**config.mk**
```make
export PLATFORM = sky130hd
export DESIGN_NAME = seg7_scan_decoder
export DESIGN_NICKNAME = d
export VERILOG_FILES = /design/src/rtl/seg7_scan_decoder_pkg.sv /design/src/rtl/seg7_scan_decoder_glyph.sv /design/src/rtl/seg7_scan_decoder.sv
export SDC_FILE = /design/constraint.sdc
export NUM_CORES = 1
export LEC_CHECK = 0
export CORE_AREA = 3 3 130 120
export CTS_CLUSTER_DIAMETER = 50
export DETAILED_ROUTE_END_ITERATION = 12
export DIE_AREA = 0 0 133 123
export GPL_TIMING_DRIVEN = 1
export SLEW_MARGIN = 5
export SYNTH_ARGS = -nofsm -noshare
export SYNTH_HDL_FRONTEND = slang
export SYNTH_SLANG_ARGS = --single-unit
```
**constraint.sdc**
```tcl
create_clock -name clk -period 4.6 [get_ports clk]
set_input_delay 0.92 -clock clk [delete_from_list [all_inputs] [get_ports clk]]
set_output_delay 0.92 -clock clk [all_outputs]
set_load 0.005 [all_outputs]
```
**src/rtl/seg7_scan_decoder_pkg.sv**
```systemverilog
// seg7_scan_decoder_pkg
// Constants shared between the seven-segment scan decoder and the encoder
// side: canonical glyphs, alternate glyphs, and digit-select indices.
// Segment bit 0 is segment a, bit 6 is segment g.

package seg7_scan_decoder_pkg;

    // Canonical glyphs for digits 0..9
    localparam logic [6:0] GLYPH_0 = 7'h3F;
    localparam logic [6:0] GLYPH_1 = 7'h06;
    localparam logic [6:0] GLYPH_2 = 7'h5B;
    localparam logic [6:0] GLYPH_3 = 7'h4F;
    localparam logic [6:0] GLYPH_4 = 7'h66;
    localparam logic [6:0] GLYPH_5 = 7'h6D;
    localparam logic [6:0] GLYPH_6 = 7'h7C;
    localparam logic [6:0] GLYPH_7 = 7'h07;
    localparam logic [6:0] GLYPH_8 = 7'h7F;
    localparam logic [6:0] GLYPH_9 = 7'h67;

    // Alternate renderings some drivers use (tailed 6/9, hooked 7)
    localparam logic [6:0] GLYPH_ALT_6 = 7'h7D;
    localparam logic [6:0] GLYPH_ALT_7 = 7'h27;
    localparam logic [6:0] GLYPH_ALT_9 = 7'h6F;

    // Value reported for anything that is not a legal digit
    localparam logic [3:0] DIGIT_BAD = 4'hF;

    // Digit positions; also the bit position in the select bus
    localparam logic [1:0] MIN_U = 2'd0;
    localparam logic [1:0] MIN_D = 2'd1;
    localparam logic [1:0] HRS_U = 2'd2;
    localparam logic [1:0] HRS_D = 2'd3;

    localparam int unsigned NUM_DIGITS = 4;

    // True when exactly one select line is active
    function automatic logic is_onehot4(input logic [3:0] v);
        return (v != 4'd0) && ((v & (v - 4'd1)) == 4'd0);
    endfunction

    // Position of the active line of a one-hot select (MIN_U if not one-hot)
    function automatic logic [1:0] onehot4_to_idx(input logic [3:0] v);
        logic [1:0] idx;
        case (v)
            4'b0010: idx = MIN_D;
            4'b0100: idx = HRS_U;
            4'b1000: idx = HRS_D;
            default: idx = MIN_U;
        endcase
        return idx;
    endfunction

endpackage

```
**src/rtl/seg7_scan_decoder_glyph.sv**
```systemverilog
// seg7_glyph_decode
// Combinational seven-segment glyph to BCD decoder.
// Optional feature macro: SEG7_DEC_ALT_GLYPH_EN -- when defined, the
// alternate glyphs for 6, 7 and 9 are accepted as legal digits; otherwise
// they are reported as illegal like any other unknown pattern.

module seg7_glyph_decode
    import seg7_scan_decoder_pkg::*;
(
    input  logic [6:0] glyph_i,
    output logic [3:0] value_o,
    output logic       err_o
);

    // Table lookup; anything unlisted (including blank) is an error
    always_comb begin
        value_o = DIGIT_BAD;
        err_o   = 1'b1;
        case (glyph_i)
            GLYPH_0: begin value_o = 4'd0; err_o = 1'b0; end
            GLYPH_1: begin value_o = 4'd1; err_o = 1'b0; end
            GLYPH_2: begin value_o = 4'd2; err_o = 1'b0; end
            GLYPH_3: begin value_o = 4'd3; err_o = 1'b0; end
            GLYPH_4: begin value_o = 4'd4; err_o = 1'b0; end
            GLYPH_5: begin value_o = 4'd5; err_o = 1'b0; end
            GLYPH_6: begin value_o = 4'd6; err_o = 1'b0; end
            GLYPH_7: begin value_o = 4'd7; err_o = 1'b0; end
            GLYPH_8: begin value_o = 4'd8; err_o = 1'b0; end
            GLYPH_9: begin value_o = 4'd9; err_o = 1'b0; end
`ifdef SEG7_DEC_ALT_GLYPH_EN
            GLYPH_ALT_6: begin value_o = 4'd6; err_o = 1'b0; end
            GLYPH_ALT_7: begin value_o = 4'd7; err_o = 1'b0; end
            GLYPH_ALT_9: begin value_o = 4'd9; err_o = 1'b0; end
`else
            GLYPH_ALT_6, GLYPH_ALT_7, GLYPH_ALT_9: begin
                value_o = DIGIT_BAD;
                err_o   = 1'b1;
            end
`endif
            default: begin
                value_o = DIGIT_BAD;
                err_o   = 1'b1;
            end
        endcase
    end

endmodule

```
**src/rtl/seg7_scan_decoder.sv**
```systemverilog
// seg7_scan_decoder
// Receive side of a multiplexed 4-digit seven-segment display. Samples the
// segment/point/select lines, waits for each digit's drive to settle,
// decodes it into a shadow slot, and commits all four slots as one frame
// once every digit has been seen. Flags the display as stale when no digit
// has been captured for TIMEOUT_CYCLES.
// Optional feature macro: SEG7_DEC_ALT_GLYPH_EN (see seg7_glyph_decode).

module seg7_scan_decoder
    import seg7_scan_decoder_pkg::*;
#(
    parameter int unsigned SETTLE_CYCLES  = 4,      // 1..255
    parameter int unsigned TIMEOUT_CYCLES = 65536   // 2..2^24
) (
    input  logic        clk,
    input  logic        reset,
    input  logic [6:0]  seg_in,
    input  logic        dp_in,
    input  logic [3:0]  sel_in,
    input  logic        seg_active_low,
    input  logic        sel_active_low,
    output logic [15:0] digits_out,
    output logic [3:0]  dp_out,
    output logic [3:0]  digit_err,
    output logic        frame_valid,
    output logic        stale
);

    localparam logic [7:0]  SETTLE_MAX = 8'(SETTLE_CYCLES);
    localparam logic [7:0]  SETTLE_M1  = 8'(SETTLE_CYCLES - 1);
    localparam logic [24:0] TMO_MAX    = 25'(TIMEOUT_CYCLES);
    localparam logic [24:0] TMO_M1     = 25'(TIMEOUT_CYCLES - 1);

    // Synchronizer stages
    logic [6:0] seg_s1_q, seg_s2_q;
    logic       dp_s1_q, dp_s2_q;
    logic [3:0] sel_s1_q, sel_s2_q;

    // Normalized (active-high) sampled word
    logic [6:0]  seg_n;
    logic        dp_n;
    logic [3:0]  sel_n;
    logic [11:0] word_n;

    // Stability tracking
    logic [11:0] prev_q, prev_d;
    logic [7:0]  stab_q, stab_d;
    logic        word_same;
    logic        cap;
    logic [1:0]  cap_idx;

    // Decoded glyph
    logic [3:0] dec_value;
    logic       dec_err;

    // Shadow frame
    logic [3:0][3:0] shadow_val_q;
    logic [3:0]      shadow_dp_q;
    logic [3:0]      shadow_err_q;
    logic [3:0]      captured_q, captured_d;
    logic            commit;

    // Idle / stale tracking
    logic [24:0] idle_q, idle_d;
    logic        timeout_evt;
    logic        stale_q, stale_d;

    // Output registers
    logic [3:0][3:0] digits_q, digits_d;
    logic [3:0]      dp_q, dp_d;
    logic [3:0]      err_q, err_d;
    logic            fv_q, fv_d;

    // Two-flop synchronizer on every display line
    always_ff @(posedge clk or posedge reset) begin
        if (reset) begin
            seg_s1_q <= 7'd0;
            seg_s2_q <= 7'd0;
            dp_s1_q  <= 1'b0;
            dp_s2_q  <= 1'b0;
            sel_s1_q <= 4'd0;
            sel_s2_q <= 4'd0;
        end else begin
            seg_s1_q <= seg_in;
            seg_s2_q <= seg_s1_q;
            dp_s1_q  <= dp_in;
            dp_s2_q  <= dp_s1_q;
            sel_s1_q <= sel_in;
            sel_s2_q <= sel_s1_q;
        end
    end

    // Polarity controls are static straps, so they are applied unsynchronized
    always_comb begin
        seg_n  = seg_s2_q ^ {7{seg_active_low}};
        dp_n   = dp_s2_q ^ seg_active_low;
        sel_n  = sel_s2_q ^ {4{sel_active_low}};
        word_n = {sel_n, dp_n, seg_n};
    end

    // Settle counter: restarts on any change, saturates so capture fires
    // exactly once per dwell
    always_comb begin
        word_same = (word_n == prev_q);
        prev_d    = word_n;
        if (!word_same) begin
            stab_d = 8'd0;
        end else if (stab_q != SETTLE_MAX) begin
            stab_d = stab_q + 8'd1;
        end else begin
            stab_d = stab_q;
        end
        cap     = word_same && (stab_q == SETTLE_M1) && is_onehot4(sel_n);
        cap_idx = onehot4_to_idx(sel_n);
    end

    // Stability state registers
    always_ff @(posedge clk or posedge reset) begin
        if (reset) begin
            prev_q <= 12'd0;
            stab_q <= 8'd0;
        end else begin
            prev_q <= prev_d;
            stab_q <= stab_d;
        end
    end

    seg7_glyph_decode u_glyph_decode (
        .glyph_i (seg_n),
        .value_o (dec_value),
        .err_o   (dec_err)
    );

    // Shadow slots: a recapture before commit simply overwrites the slot
    always_ff @(posedge clk or posedge reset) begin
        if (reset) begin
            shadow_val_q <= '0;
            shadow_dp_q  <= 4'd0;
            shadow_err_q <= 4'd0;
        end else if (cap) begin
            shadow_val_q[cap_idx] <= dec_value;
            shadow_dp_q[cap_idx]  <= dp_n;
            shadow_err_q[cap_idx] <= dec_err;
        end
    end

    // Commit uses the captured set as it stood before this cycle; a capture
    // landing on the same edge survives the clear and starts the next frame.
    // A capture also beats a timeout on the same edge.
    always_comb begin
        commit      = (captured_q == 4'hF);
        timeout_evt = !cap && (idle_q == TMO_M1);

        captured_d = captured_q;
        if (commit || timeout_evt) begin
            captured_d = 4'd0;
        end
        if (cap) begin
            captured_d = captured_d | sel_n;
        end

        if (cap) begin
            idle_d = 25'd0;
        end else if (idle_q != TMO_MAX) begin
            idle_d = idle_q + 25'd1;
        end else begin
            idle_d = idle_q;
        end

        stale_d = stale_q;
        if (commit) begin
            stale_d = 1'b0;
        end else if (timeout_evt) begin
            stale_d = 1'b1;
        end
    end

    // Frame assembly and idle tracking registers
    always_ff @(posedge clk or posedge reset) begin
        if (reset) begin
            captured_q <= 4'd0;
            idle_q     <= 25'd0;
            stale_q    <= 1'b1;
        end else begin
            captured_q <= captured_d;
            idle_q     <= idle_d;
            stale_q    <= stale_d;
        end
    end

    // Published frame holds until the next commit
    always_comb begin
        fv_d     = commit;
        digits_d = digits_q;
        dp_d     = dp_q;
        err_d    = err_q;
        if (commit) begin
            digits_d = shadow_val_q;
            dp_d     = shadow_dp_q;
            err_d    = shadow_err_q;
        end
    end

    // Output registers
    always_ff @(posedge clk or posedge reset) begin
        if (reset) begin
            digits_q <= '0;
            dp_q     <= 4'd0;
            err_q    <= 4'd0;
            fv_q     <= 1'b0;
        end else begin
            digits_q <= digits_d;
            dp_q     <= dp_d;
            err_q    <= err_d;
            fv_q     <= fv_d;
        end
    end

    assign digits_out  = digits_q;
    assign dp_out      = dp_q;
    assign digit_err   = err_q;
    assign frame_valid = fv_q;
    assign stale       = stale_q;

endmodule

```
==> summary.txt, run 1 <==
Synth
  – Mux cell area share after synthesis: under 10%
  – Largest family of logic cells by synthesized area: simple AND/OR/NAND/NOR gates
  – XOR/XNOR share of the synthesized area: 10.0%
  – Asr flop ratio synth: between 90% and 100%
  – Post-synthesis simple-gate area fraction: 20.0%
  – Main flop type after synthesis: dfrtp_1
  – Adder-cell area share of the yosys netlist: less than 1%
  – Synth Register Bits: around 120
  – Ys Warns: 0
  – Synth Instances: 513
  – Post-Syn Area: 5540 um2
  – Post-synth cell types: 57
  – Avg Inst Size Synth: 10.8 um2
  – Synth Area in Compound Gates: under 10%
  – EDFF count, synth: 0
  – Post-synth top cells: dfrtp_1, nand2_1, nor2_1
  – Count leader, synth: dfrtp_1
  – Post-synthesis net count: 533
  – Ranking of synthesized cells by area: dfrtp_1, nand2_1, xor2_1
  – Yosys top cell by area: dfrtp_1
  – Register area share after synthesis: 55.6%
  – Synth top area share: 55.1%

Finish
  – Nets: between 500 and 600
  – Multi-input logic area: roughly 2300 um2
  – Core Util, Final: 46.2%
  – Layout cells sized above 1: 12.3%
  – Final Non-Filler Cells: 759
  – P&R area growth vs syn: 20.5%
  – ANT cells: 0
  – Register area: 3080 um2
  – Fill count: 1302

STA
  – Finish-stage setup viols: 0
  – Max-slew headroom: 49.9%
  – Unrepaired setup endpoints after global routing: no
  – Max Slew Vio Count: 0
  – Final WS setup: 0.953 ns
  – Post-route setup TNS: 0 ns
  – Worst Tran Pin Value: 0.746 ns
  – Hold Slack: 0.347 ns
  – Fin crit share: 79.3%
  – Final hold violations: 0
  – Max Freq: between 200 and 300 MHz
  – Setup Skew: 0.00743 ns
  – Fin crit period: ~3.6 ns

Clock network
  – # clock sinks: 123
  – CTS clk-pin slew, worst paths: approximately 0.06 ns
  – Cts hold-fix bufs: 0
  – CTS buffer count: 17
  – CTS tree: yes
  – CTS H-tree depth: 4
  – Clock latency at the later pin of the worst-skew pair: just over 0.4 ns
  – Clk buf depth: 2
  – Resized cells post-CTS: 0
  – CTS root buffer: clkbuf_16
  – Post-CTS Setup Inserts: 0

Setup path
  – Worst EP required: 4.90 ns
  – Worst Path Arrival: 3.94 ns
  – Max FO, Critical Path: 13
  – Setup CP Type: input port to register
  – CP Launch Type: input port
  – Endpoint type of the worst setup path: register

GRT
  – Met2 Usage GRT: 20.5%
  – GRT overflow: 0
  – Initial antenna violation count: 0
  – Vias in the first global route: 3607
  – Gr usage total: 14.2%
  – Grt met1 use: 19.4%
  – Layer with the highest usage: met2
  – Largest net degree at the start of global routing: 124
  – Global-route wire length before repair: 18.3 mm
  – Met3 Use GR: around 4.7%

Worst hold path
  – Hold Crit Class: register to register

Drt
  – Vias per cell: 4.78
  – Wire length per cell: 14.3 um
  – Drc violations: 0
  – TritonRoute pass-1 iters: 4
  – Starting DRC count in detailed routing: between 200 and 250
  – Vias post-DR: ~3600
  – Drt total wl: around 11 mm
  – Detail Route Antenna Nets: 0

Power
  – VDD IR max: 0.000254 V
  – P per Cell Area: roughly 370 nW/um2
  – Static Leak: 3.08 nW

Place
  – Port Buffers: 41
  – Cells after DPL: 727
  – RePlAce Congestion: 0.860
  – DP HPWL: 7.12 mm
  – Pre-CTS setup slack: just over 0.5 ns

Die
  – Initial core utilization: a little under two fifths
  – Die width: around 130 um
  – Die outline area: between 15000 and 20000 um2
  – IO Count: 42
  – Cell row count: 42
  – Core area: 14500 um2
  – Die Y: approximately 120 um

Status
  – Run status: completed

Job
  – Maximum Capacitance Violations: 0
==> final timing paths <==
path | startpoint | end | slack (ns) | cells after the start
min in group asynchronous | reset | sel_s1_q[1]$_DFF_PP0_ | 1.01 | 3
hold / removal | seg_s1_q[4]$_DFF_PP0_ | seg_s2_q[4]$_DFF_PP0_ | 0.35 | 0
max in group asynchronous | reset | idle_q[12]$_DFFE_PP0P_ | 3.10 | 3
setup reg to reg | sel_s2_q[0]$_DFF_PP0_ | shadow_val_q[9]$_DFFE_PP0P_ | 1.76 | 6
setup / recovery | sel_active_low | shadow_val_q[9]$_DFFE_PP0P_ | 0.95 | 7
hold reg to reg | seg_s1_q[4]$_DFF_PP0_ | seg_s2_q[4]$_DFF_PP0_ | 0.35 | 0
==> cell families after synthesis <==
logic type      after synthesis
flops                       123
compound gates               37
fa+ha+maj                     4
simple gates                228
buf+inv                      40
xor+xnor                     54
mux                          27
==> registers in the layout, summed over array words and instances (netlist names), 7 cells and up <==
| signal | cells |
|---|---|
| digits_out | 16 |
| idle_q | 25 |
| prev_q | 12 |
| seg_s1_q | 7 |
| seg_s2_q | 7 |
| shadow_val_q | 16 |
| stab_q | 8 |
==> cells in the final DEF (no fill, tap or decap), types with 5 or more instances in the layout <==
cell type / netlist / final
o21ai_0: 5 / 5
nor2b_1: 5 / 5
o22ai_1: 5 / 5
nand2_1: 94 / 94
mux2_2: 17 / 17
clkdlybuf4s50_1: 0 / 41
clkbuf_16: 0 / 17
nor3_1: 7 / 7
inv_1: 10 / 9
xor2_1: 31 / 31
nor4_1: 6 / 6
xnor2_1: 17 / 17
xnor3_1: 6 / 6
nand4_1: 10 / 10
a21oi_1: 9 / 9
mux2i_1: 5 / 5
nor2_1: 43 / 43
nand3_1: 19 / 19
and3_1: 7 / 7
dfrtp_1: 122 / 122
mux2_4: 5 / 5
==> report_power, final <==
group | switching [mW] | total (mW) | internal, mW
Clock | 0.499 | 1.24 | 0.742
Combinational | 0.0656 | 0.120 | 0.0546
Sequential | 0.0196 | 1.12 | 1.10
Total | 0.585 | 2.49 | 1.90
==> cell type report <==
cell class,instances,area share (%)
inverter,10,0.600
clock buffer,18,6.43
sequential,123,46.1
clock inverter,14,1.86
timing repair buffer,46,6.90
tap,198,3.71
multi-input combinational,350,34.4
==> through the flow <==
step / instance area [um2] / power, mW
after floorplan: 5540 / 1.22
after global placement: 6120 / 1.26
after detailed placement: 6120 / 1.27
after CTS: 6680 / 2.53
after global routing: 6680 / 2.59
final: 6680 / 2.49
==> critical path: stages <==
cell and delay (ns):
clkdlybuf4s50_1 0.67, xnor3_1 0.50, nand4_1 0.11, or4_4 0.57, or2_1 0.35, or3_4 0.50, mux2_4 0.32
==> layer usage <==
layer  vias up  wire, um
met3         8       454
li1       1810         -
met2        60      4870
met4         0       110
met1      1751      5390
met5         -         0
Power figures use the tool's default switching activity.
==> inputs of run 2 (changes only) <==
==> constraint.sdc (replaced) <==
create_clock -name clk -period 3.7 [get_ports clk]
set_input_delay 0.74 -clock clk [delete_from_list [all_inputs] [get_ports clk]]
set_output_delay 0.74 -clock clk [all_outputs]
set_load 0.005 [all_outputs]
==> run 2 against run 1 <==
Final cell count increased by 0.53%. Hold slack got worse by 0.0029 ns. Setup slack got worse by 0.40 ns. Clock skew increased by 0.0015 ns. Non-clock buffer count increased by 4. Combinational power increased by 25%. First-iteration DRC count unchanged. Count of clock-buffer cells in the layout increased by 1.
==> summary.txt, run 2 (synthesized netlist as in run 1, its figures left out) <==
Die
  – Die outline area: 16400 um2 (unchanged)
  – Core area: 14500 um2 (unchanged)
  – Die Y: 123 um (unchanged)
  – Cell row count: 42 (unchanged)
  – Initial core utilization: 38.3% (unchanged)
  – Die width: 133 um (unchanged)
  – IO Count: 42 (unchanged)

Setup path
  – CP Launch Type: input port (unchanged)
  – Worst EP required: 4.00 ns (was 4.90 ns)
  – Endpoint type of the worst setup path: register (unchanged)
  – Worst Setup SP: sel_active_low (unchanged)
  – Worst flop-to-flop path startpoint: sel_s2_q[0]$_DFF_PP0_ (unchanged)
  – Max FO, Critical Path: 6 (was 13)
  – Reg2reg setup slack: 0.96 ns (was 1.76 ns)
  – Reg2reg end: shadow_val_q[7]$_DFFE_PP0P_ (was shadow_val_q[9]$_DFFE_PP0P_)
  – Worst Path Arrival: 3.45 ns (was 3.94 ns)
  – Worst reg2reg path depth: 6 (unchanged)
  – Setup CP Type: input port to register (unchanged)

Drt
  – Drt total wl: 11.1 mm (was 10.8 mm)
  – Vias post-DR: 3740 (was 3629)
  – Starting DRC count in detailed routing: 212 (unchanged)
  – Detail Route Antenna Nets: 0 (unchanged)
  – Wire length per cell: 14.5 um (was 14.3 um)
  – Drc violations: 0 (unchanged)
  – TritonRoute pass-1 iters: 4 (unchanged)
  – Vias per cell: 4.90 (was 4.78)

Place
  – DP HPWL: 7.53 mm (was 7.12 mm)
  – DP Area: 6150 um2 (was 6120 um2)
  – Port Buffers: 41 (unchanged)
  – RePlAce Congestion: 0.869 (was 0.860)

Finish
  – Final Instance Area: 6730 um2 (was 6680 um2)
  – Commonest non-fill, non-tap cell in the layout: dfrtp_1 (unchanged)
  – ANT cells: 0 (unchanged)
  – Layout cells sized above 1: 13.1% (was 12.3%)
  – P&R area growth vs syn: 21.5% (was 20.5%)
  – Largest Register: idle_q (unchanged)
  – Multi-input logic area: 2290 um2 (unchanged)
  – Register area: 3080 um2 (unchanged)
  – Max FFs per register: 25 (unchanged)
  – Most frequent cells in the layout: dfrtp_1, nand2_1, nor2_1 (unchanged)
  – Nets: 572 (was 568)
  – Fill count: 1330 (was 1302)

GRT
  – Largest net degree at the start of global routing: 79 (was 124)
  – Vias in the first global route: 3844 (was 3607)
  – Layer with the highest usage: met2 (unchanged)
  – Grt met1 use: 19.9% (was 19.4%)
  – Gr usage total: 14.9% (was 14.2%)
  – Met2 Usage GRT: 22.6% (was 20.5%)
  – Initial antenna violation count: 0 (unchanged)
  – GRT overflow: 0 (unchanged)
  – Met3 Use GR: 5.13% (was 4.72%)
  – Global-route wire length before repair: 19.2 mm (was 18.3 mm)

STA
  – Max-slew headroom: 48.2% (was 49.9%)
  – Max Freq: 318 MHz
  – Unrepaired setup endpoints after global routing: no (unchanged)
  – Worst Tran Pin Value: 0.772 ns (was 0.746 ns)
  – Finish-stage setup viols: 0 (unchanged)
  – Fin crit period: 3.15 ns
  – Hold Slack: 0.344 ns (was 0.347 ns)
  – Post-route setup TNS: 0 ns (unchanged)
  – Fin crit share: 85.1%
  – Setup Skew: 0.00888 ns (was 0.00743 ns)
  – Max Slew Vio Count: 0 (unchanged)
  – Final hold violations: 0 (unchanged)

Power
  – VDD IR max: 0.000324 V (was 0.000254 V)
  – P per Cell Area: 467 nW/um2 (was 372 nW/um2)
  – Pwr Total: 3.14 mW (was 2.49 mW)
  – Static Leak: 3.12 nW (was 3.08 nW)

Clock network
  – Clock latency at the later pin of the worst-skew pair: 0.42 ns (was 0.41 ns)
  – # clock sinks: 123 (unchanged)
  – Cts hold-fix bufs: 0 (unchanged)
  – CTS clk-pin slew, worst paths: 0.06 ns (about the same)
  – Resized cells post-CTS: 0 (unchanged)
  – CTS root buffer: clkbuf_16 (unchanged)
  – CTS buffer count: 17 (unchanged)
  – Post-CTS Setup Inserts: 0 (unchanged)
  – Clk buf depth: 2 (unchanged)
  – CTS H-tree depth: 4 (unchanged)
  – CTS tree: yes (unchanged)

Worst hold path
  – Hold Startpoint: seg_s1_q[2]$_DFF_PP0_ (was seg_s1_q[4]$_DFF_PP0_)
  – Hold path depth: 0 (unchanged)
  – Worst Hold Path EP: seg_s2_q[2]$_DFF_PP0_ (was seg_s2_q[4]$_DFF_PP0_)
  – Hold Crit Class: register to register (unchanged)

Status
  – Run status: completed (unchanged)

Job
  – Maximum Capacitance Violations: 0 (unchanged)
-- run 2: cell types whose count changed in the layout (fill, tap and decap cells not counted), sizes merged --
cell	delta
bufinv	+1
inv	-3
buf	+4
clkinvlp	+1
clkbuf	+1
-- run 2: power breakdown --
group | switching (mW) | internal [mW] | total (mW) | leakage, nW
clock network | 0.581 | 1.01 | 1.60 | 0.280
logic | 0.0811 | 0.0692 | 0.150 | 1.22
registers | 0.0248 | 1.37 | 1.40 | 1.61
-- run 2: per-stage QoR --
stage	util (%)	instances	worst slack, ns
3_5_place_dp	42.6	731	0.135
2_1_floorplan	-	513	0.573
4_1_cts	46.6	763	0.548
3_3_place_gp	42.6	731	0.195
6_report	46.6	763	0.551
5_1_grt	46.6	763	0.393
-- run 2: cell type report --
cell class | instances | area share, %
repair buffers | 50 | 7.29
clock buffers | 19 | 6.73
multi-input cells | 350 | 34.1
well taps | 198 | 3.68
clock inverters | 13 | 1.86
flip-flops and latches | 123 | 45.7
inverters | 10 | 0.613
-- run 2: layer usage --
layer	vias to the layer above	wire, um
met3	15	496
met4	0	163
met2	77	5010
li1	1814	-
met5	-	0
met1	1834	5380
-- run 2: worst max path at each step --
stage	to	slack (ns)	depth (start not counted)
after floorplan	shadow_dp_q[2]$_DFFE_PP0P_	0.57	9
after global placement	shadow_dp_q[1]$_DFFE_PP0P_	0.19	7
after detailed placement	shadow_val_q[4]$_DFFE_PP0P_	0.14	7
after CTS	shadow_val_q[7]$_DFFE_PP0P_	0.55	7
after global routing	shadow_val_q[4]$_DFFE_PP0P_	0.39	9
final	shadow_val_q[7]$_DFFE_PP0P_	0.55	7
-- run 2: critical path, cell delays in order --
cell and delay, ns:
clkdlybuf4s50_1 0.52, xnor3_1 0.43, nand4_1 0.11, or4_4 0.58
nor4_4 0.31, and2_1 0.38, mux2_2 0.38
==> inputs of run 3 (changes only) <==
--- a/config.mk
+++ b/config.mk
@@ -5,10 +5,11 @@
 export SDC_FILE = /design/constraint.sdc
 export NUM_CORES = 1
 export LEC_CHECK = 0
-export CORE_AREA = 3 3 130 120
+export ABC_AREA = 1
+export CORE_AREA = 3 3 135 124
 export CTS_CLUSTER_DIAMETER = 50
 export DETAILED_ROUTE_END_ITERATION = 12
-export DIE_AREA = 0 0 133 123
+export DIE_AREA = 0 0 138 127
 export GPL_TIMING_DRIVEN = 1
 export SLEW_MARGIN = 5
 export SYNTH_ARGS = -nofsm -noshare
==> run 3 against run 2 <==
Via count grew 26%. Core utilization increased by 0.47 points. Design area up 7.5%. Power rose by 3.6%. Clock power is 6% higher. Final cell count is 35% higher. Critical endpoint is now shadow_dp_q[2]$_DFFE_PP0P_. Largest cell class unchanged.
==> summary.txt, run 3 <==
Status
  – Run status: completed (unchanged)

Setup path
  – CP Cell Sequence: clkdlybuf4s50_1 -> inv_6 -> nand2_1 -> nand2_1 -> nand2_1 -> nand2_1 -> nor2_1 -> nand2_1 -> nor2_4 -> nand3_4 -> nor2_2 -> nand3_1 -> nand2_1 (was clkdlybuf4s50_1 -> xnor3_1 -> nand4_1 -> or4_4 -> nor4_4 -> and2_1 -> mux2_2)
  – Worst Setup SP: seg_active_low (was sel_active_low)
  – Largest delay share family, worst path: simple AND/OR/NAND/NOR gates (unchanged)
  – CP Buf/Inv Count: 2 (was 1)
  – Max FO, Critical Path: 26 (was 6)
  – Worst flop-to-flop path startpoint: idle_q[0]$_DFFE_PP0P_ (was sel_s2_q[0]$_DFF_PP0_)
  – Crit path largest cell delay: 0.90 ns (was 0.58 ns)
  – Endpoint type of the worst setup path: register (unchanged)
  – Worst path slowest cell: clkdlybuf4s50_1 (was or4_4)
  – Worst Path Arrival: 3.23 ns (was 3.45 ns)
  – CP Launch Type: input port (unchanged)
  – Setup CP Type: input port to register (unchanged)
  – Worst EP required: 4.06 ns (was 4.00 ns)
  – Most Frequent Cell on Critical Path: nand2_1

Die
  – Die Y: 127 um (was 123 um)
  – Initial core utilization: 39.0% (was 38.3%)
  – Cell row count: 43 (was 42)
  – Die width: 138 um (was 133 um)
  – IO Count: 42 (unchanged)
  – Core area: 15400 um2 (was 14500 um2)
  – Die outline area: 17500 um2 (was 16400 um2)

Power
  – Pwr Total: 3.26 mW (was 3.14 mW)
  – VDD IR max: 0.000398 V (was 0.000324 V)
  – P per Cell Area: 450 nW/um2 (was 467 nW/um2)
  – Static Leak: 3.77 nW (was 3.12 nW)

Clock network
  – Resized cells post-CTS: 0 (unchanged)
  – Clock latency at the later pin of the worst-skew pair: 0.43 ns (was 0.42 ns)
  – CTS root buffer: clkbuf_16 (unchanged)
  – CTS buffer count: 17 (unchanged)
  – CTS H-tree depth: 4 (unchanged)
  – CTS tree: yes (unchanged)
  – # clock sinks: 123 (unchanged)
  – Post-CTS Setup Inserts: 0 (unchanged)
  – Cts hold-fix bufs: 0 (unchanged)
  – CTS clk-pin slew, worst paths: 0.06 ns (about the same)
  – Clk buf depth: 2 (unchanged)

STA
  – Unrepaired setup endpoints after global routing: no (unchanged)
  – Max-slew headroom: 40.2% (was 48.2%)
  – Fin crit period: 2.86 ns (was 3.15 ns)
  – Setup Skew: 0.0111 ns (was 0.00888 ns)
  – Post-route setup TNS: 0 ns (unchanged)
  – Max Slew Vio Count: 0 (unchanged)
  – Fin crit share: 77.4% (was 85.1%)
  – Final hold violations: 0 (unchanged)
  – Max Freq: 349 MHz (was 318 MHz)
  – Worst Tran Pin Value: 0.895 ns (was 0.772 ns)
  – Finish-stage setup viols: 0 (unchanged)

Synth
  – EDFF count, synth: 0 (unchanged)
  – Main flop type after synthesis: dfrtp_1 (unchanged)
  – Synth top area share: 50.9% (was 55.1%)
  – Yosys top cell by area: dfrtp_1 (unchanged)
  – Asr flop ratio synth: 100% (unchanged)
  – Post-synth top cells: nand2_1, dfrtp_1, inv_1 (was dfrtp_1, nand2_1, nor2_1)
  – Ys Warns: 0 (unchanged)
  – Ranking of synthesized cells by area: dfrtp_1, nand2_1, inv_1 (was dfrtp_1, nand2_1, xor2_1)
  – Post-synth cell types: 39 (was 57)
  – Post-synthesis net count: 778 (was 533)
  – Synth Register Bits: 123 (unchanged)
  – Register area share after synthesis: 51.4% (was 55.6%)
  – Avg Inst Size Synth: 7.91 um2 (was 10.8 um2)
  – Synth Instances: 758 (was 513)
  – Post-Syn Area: 6000 um2 (was 5540 um2)
  – Count leader, synth: nand2_1 (was dfrtp_1)

Finish
  – Commonest non-fill, non-tap cell in the layout: nand2_1 (was dfrtp_1)
  – ANT cells: 0 (unchanged)
  – Nets: 832 (was 572)
  – Layout cells sized above 1: 10.4% (was 13.1%)
  – Max FFs per register: 25 (unchanged)
  – Largest Register: idle_q (unchanged)
  – Most frequent cells in the layout: nand2_1, dfrtp_1, inv_1 (was dfrtp_1, nand2_1, nor2_1)
  – P&R area growth vs syn: 20.7% (was 21.5%)

GRT
  – GRT overflow: 0 (unchanged)
  – Gr usage total: 15.0% (was 14.9%)
  – Initial antenna violation count: 0 (unchanged)
  – Largest net degree at the start of global routing: 38 (was 79)
  – Global-route wire length before repair: 21.4 mm (was 19.2 mm)
  – Vias in the first global route: 4537 (was 3844)

Drt
  – TritonRoute pass-1 iters: 6 (was 4)
  – Vias post-DR: 4696 (was 3740)
  – Starting DRC count in detailed routing: 330 (was 212)
  – Wire length per cell: 12.0 um (was 14.5 um)
  – Drc violations: 0 (unchanged)
  – Vias per cell: 4.57 (was 4.90)
  – Detail Route Antenna Nets: 0 (unchanged)
  – Drt total wl: 12.3 mm (was 11.1 mm)

Worst hold path
  – Hold Startpoint: sel_s1_q[3]$_DFF_PP0_ (was seg_s1_q[2]$_DFF_PP0_)
  – Hold Crit Class: register to register (unchanged)

Job
  – Maximum Capacitance Violations: 0 (unchanged)

Place
  – DP HPWL: 8.83 mm (was 7.53 mm)
  – Port Buffers: 41 (unchanged)
  – RePlAce Congestion: 0.803 (was 0.869)
-- run 3: cell count changes after synthesis, sizes merged, moves of 16 or more --
cell	change
nand3	+27
xnor2	-16
inv	+92
o21ai	+26
nor2	+30
xor2	-28
mux2	-22
nand2	+215
-- run 3: cell type report --
type	instances	area [um2]
Clock buffer	17	425
Tap cell	202	253
Clock inverter	15	179
Inverter	103	398
Multi-Input combinational cell	522	2440
Fill cell	1567	8150
Timing Repair Buffer	45	465
Sequential cell	123	3080
-- run 3: final timing paths --
kind	endpoint	slack [ns]	cells after the start
max reg2reg	captured_q[1]$_DFF_PP0_	1.57	12
min	sel_s2_q[3]$_DFF_PP0_	0.35	0
max in group asynchronous	digits_out[4]$_DFFE_PP0P_	2.08	3
min reg2reg	sel_s2_q[3]$_DFF_PP0_	0.35	0
max	shadow_dp_q[2]$_DFFE_PP0P_	0.84	13
min in group asynchronous	seg_s1_q[0]$_DFF_PP0_	0.85	2
-- run 3: cell families after synthesis --
logic type	Yosys count	share of synthesized area (%)
simple gates	464	34.6
fa+ha+maj	4	0.835
compound gates	50	4.63
xor+xnor	4	0.584
flops	123	51.4
buf+inv	113	7.95
-- run 3: metrics by stage --
stage / cell area, um2 / utilization (%) / instances / hold WS [ns] / worst slack [ns]
6_report: 7240 / 47.0 / 1027 / 0.347 / 0.838
5_1_grt: 7240 / 47.0 / 1027 / 0.354 / 0.594
4_1_cts: 7240 / 47.0 / 1027 / 0.348 / 0.814
3_5_place_dp: 6640 / 43.1 / 995 / 0.335 / 0.374
3_3_place_gp: 6640 / 43.1 / 995 / 0.332 / 0.448
2_1_floorplan: 6000 / - / 758 / 0.331 / 1.45
-- run 3: per-layer routing --
metal	GRT usage (%)	vias up	share of wire, %
li1	-	2460	-
met1	21.1	2144	52
met2	22.4	77	43
met3	4.60	15	4.1
met4	4.53	0	1.2
met5	0	-	0
-- run 3: where the power goes --
| group | internal (mW) | switching (mW) | total, mW |
|---|---|---|---|
| registers | 1.37 | 0.0127 | 1.38 |
| clock network | 1.02 | 0.674 | 1.69 |
| logic | 0.0564 | 0.127 | 0.184 |
-- run 3: worst register-to-register path: cells and delay by family (launching register included) --
| family | cells | cell delay, ns |
|---|---|---|
| flops | 1 | 0.40 |
| buf+inv | 1 | 0.09 |
| simple gates | 10 | 1.35 |
| fa+ha+maj | 1 | 0.18 |
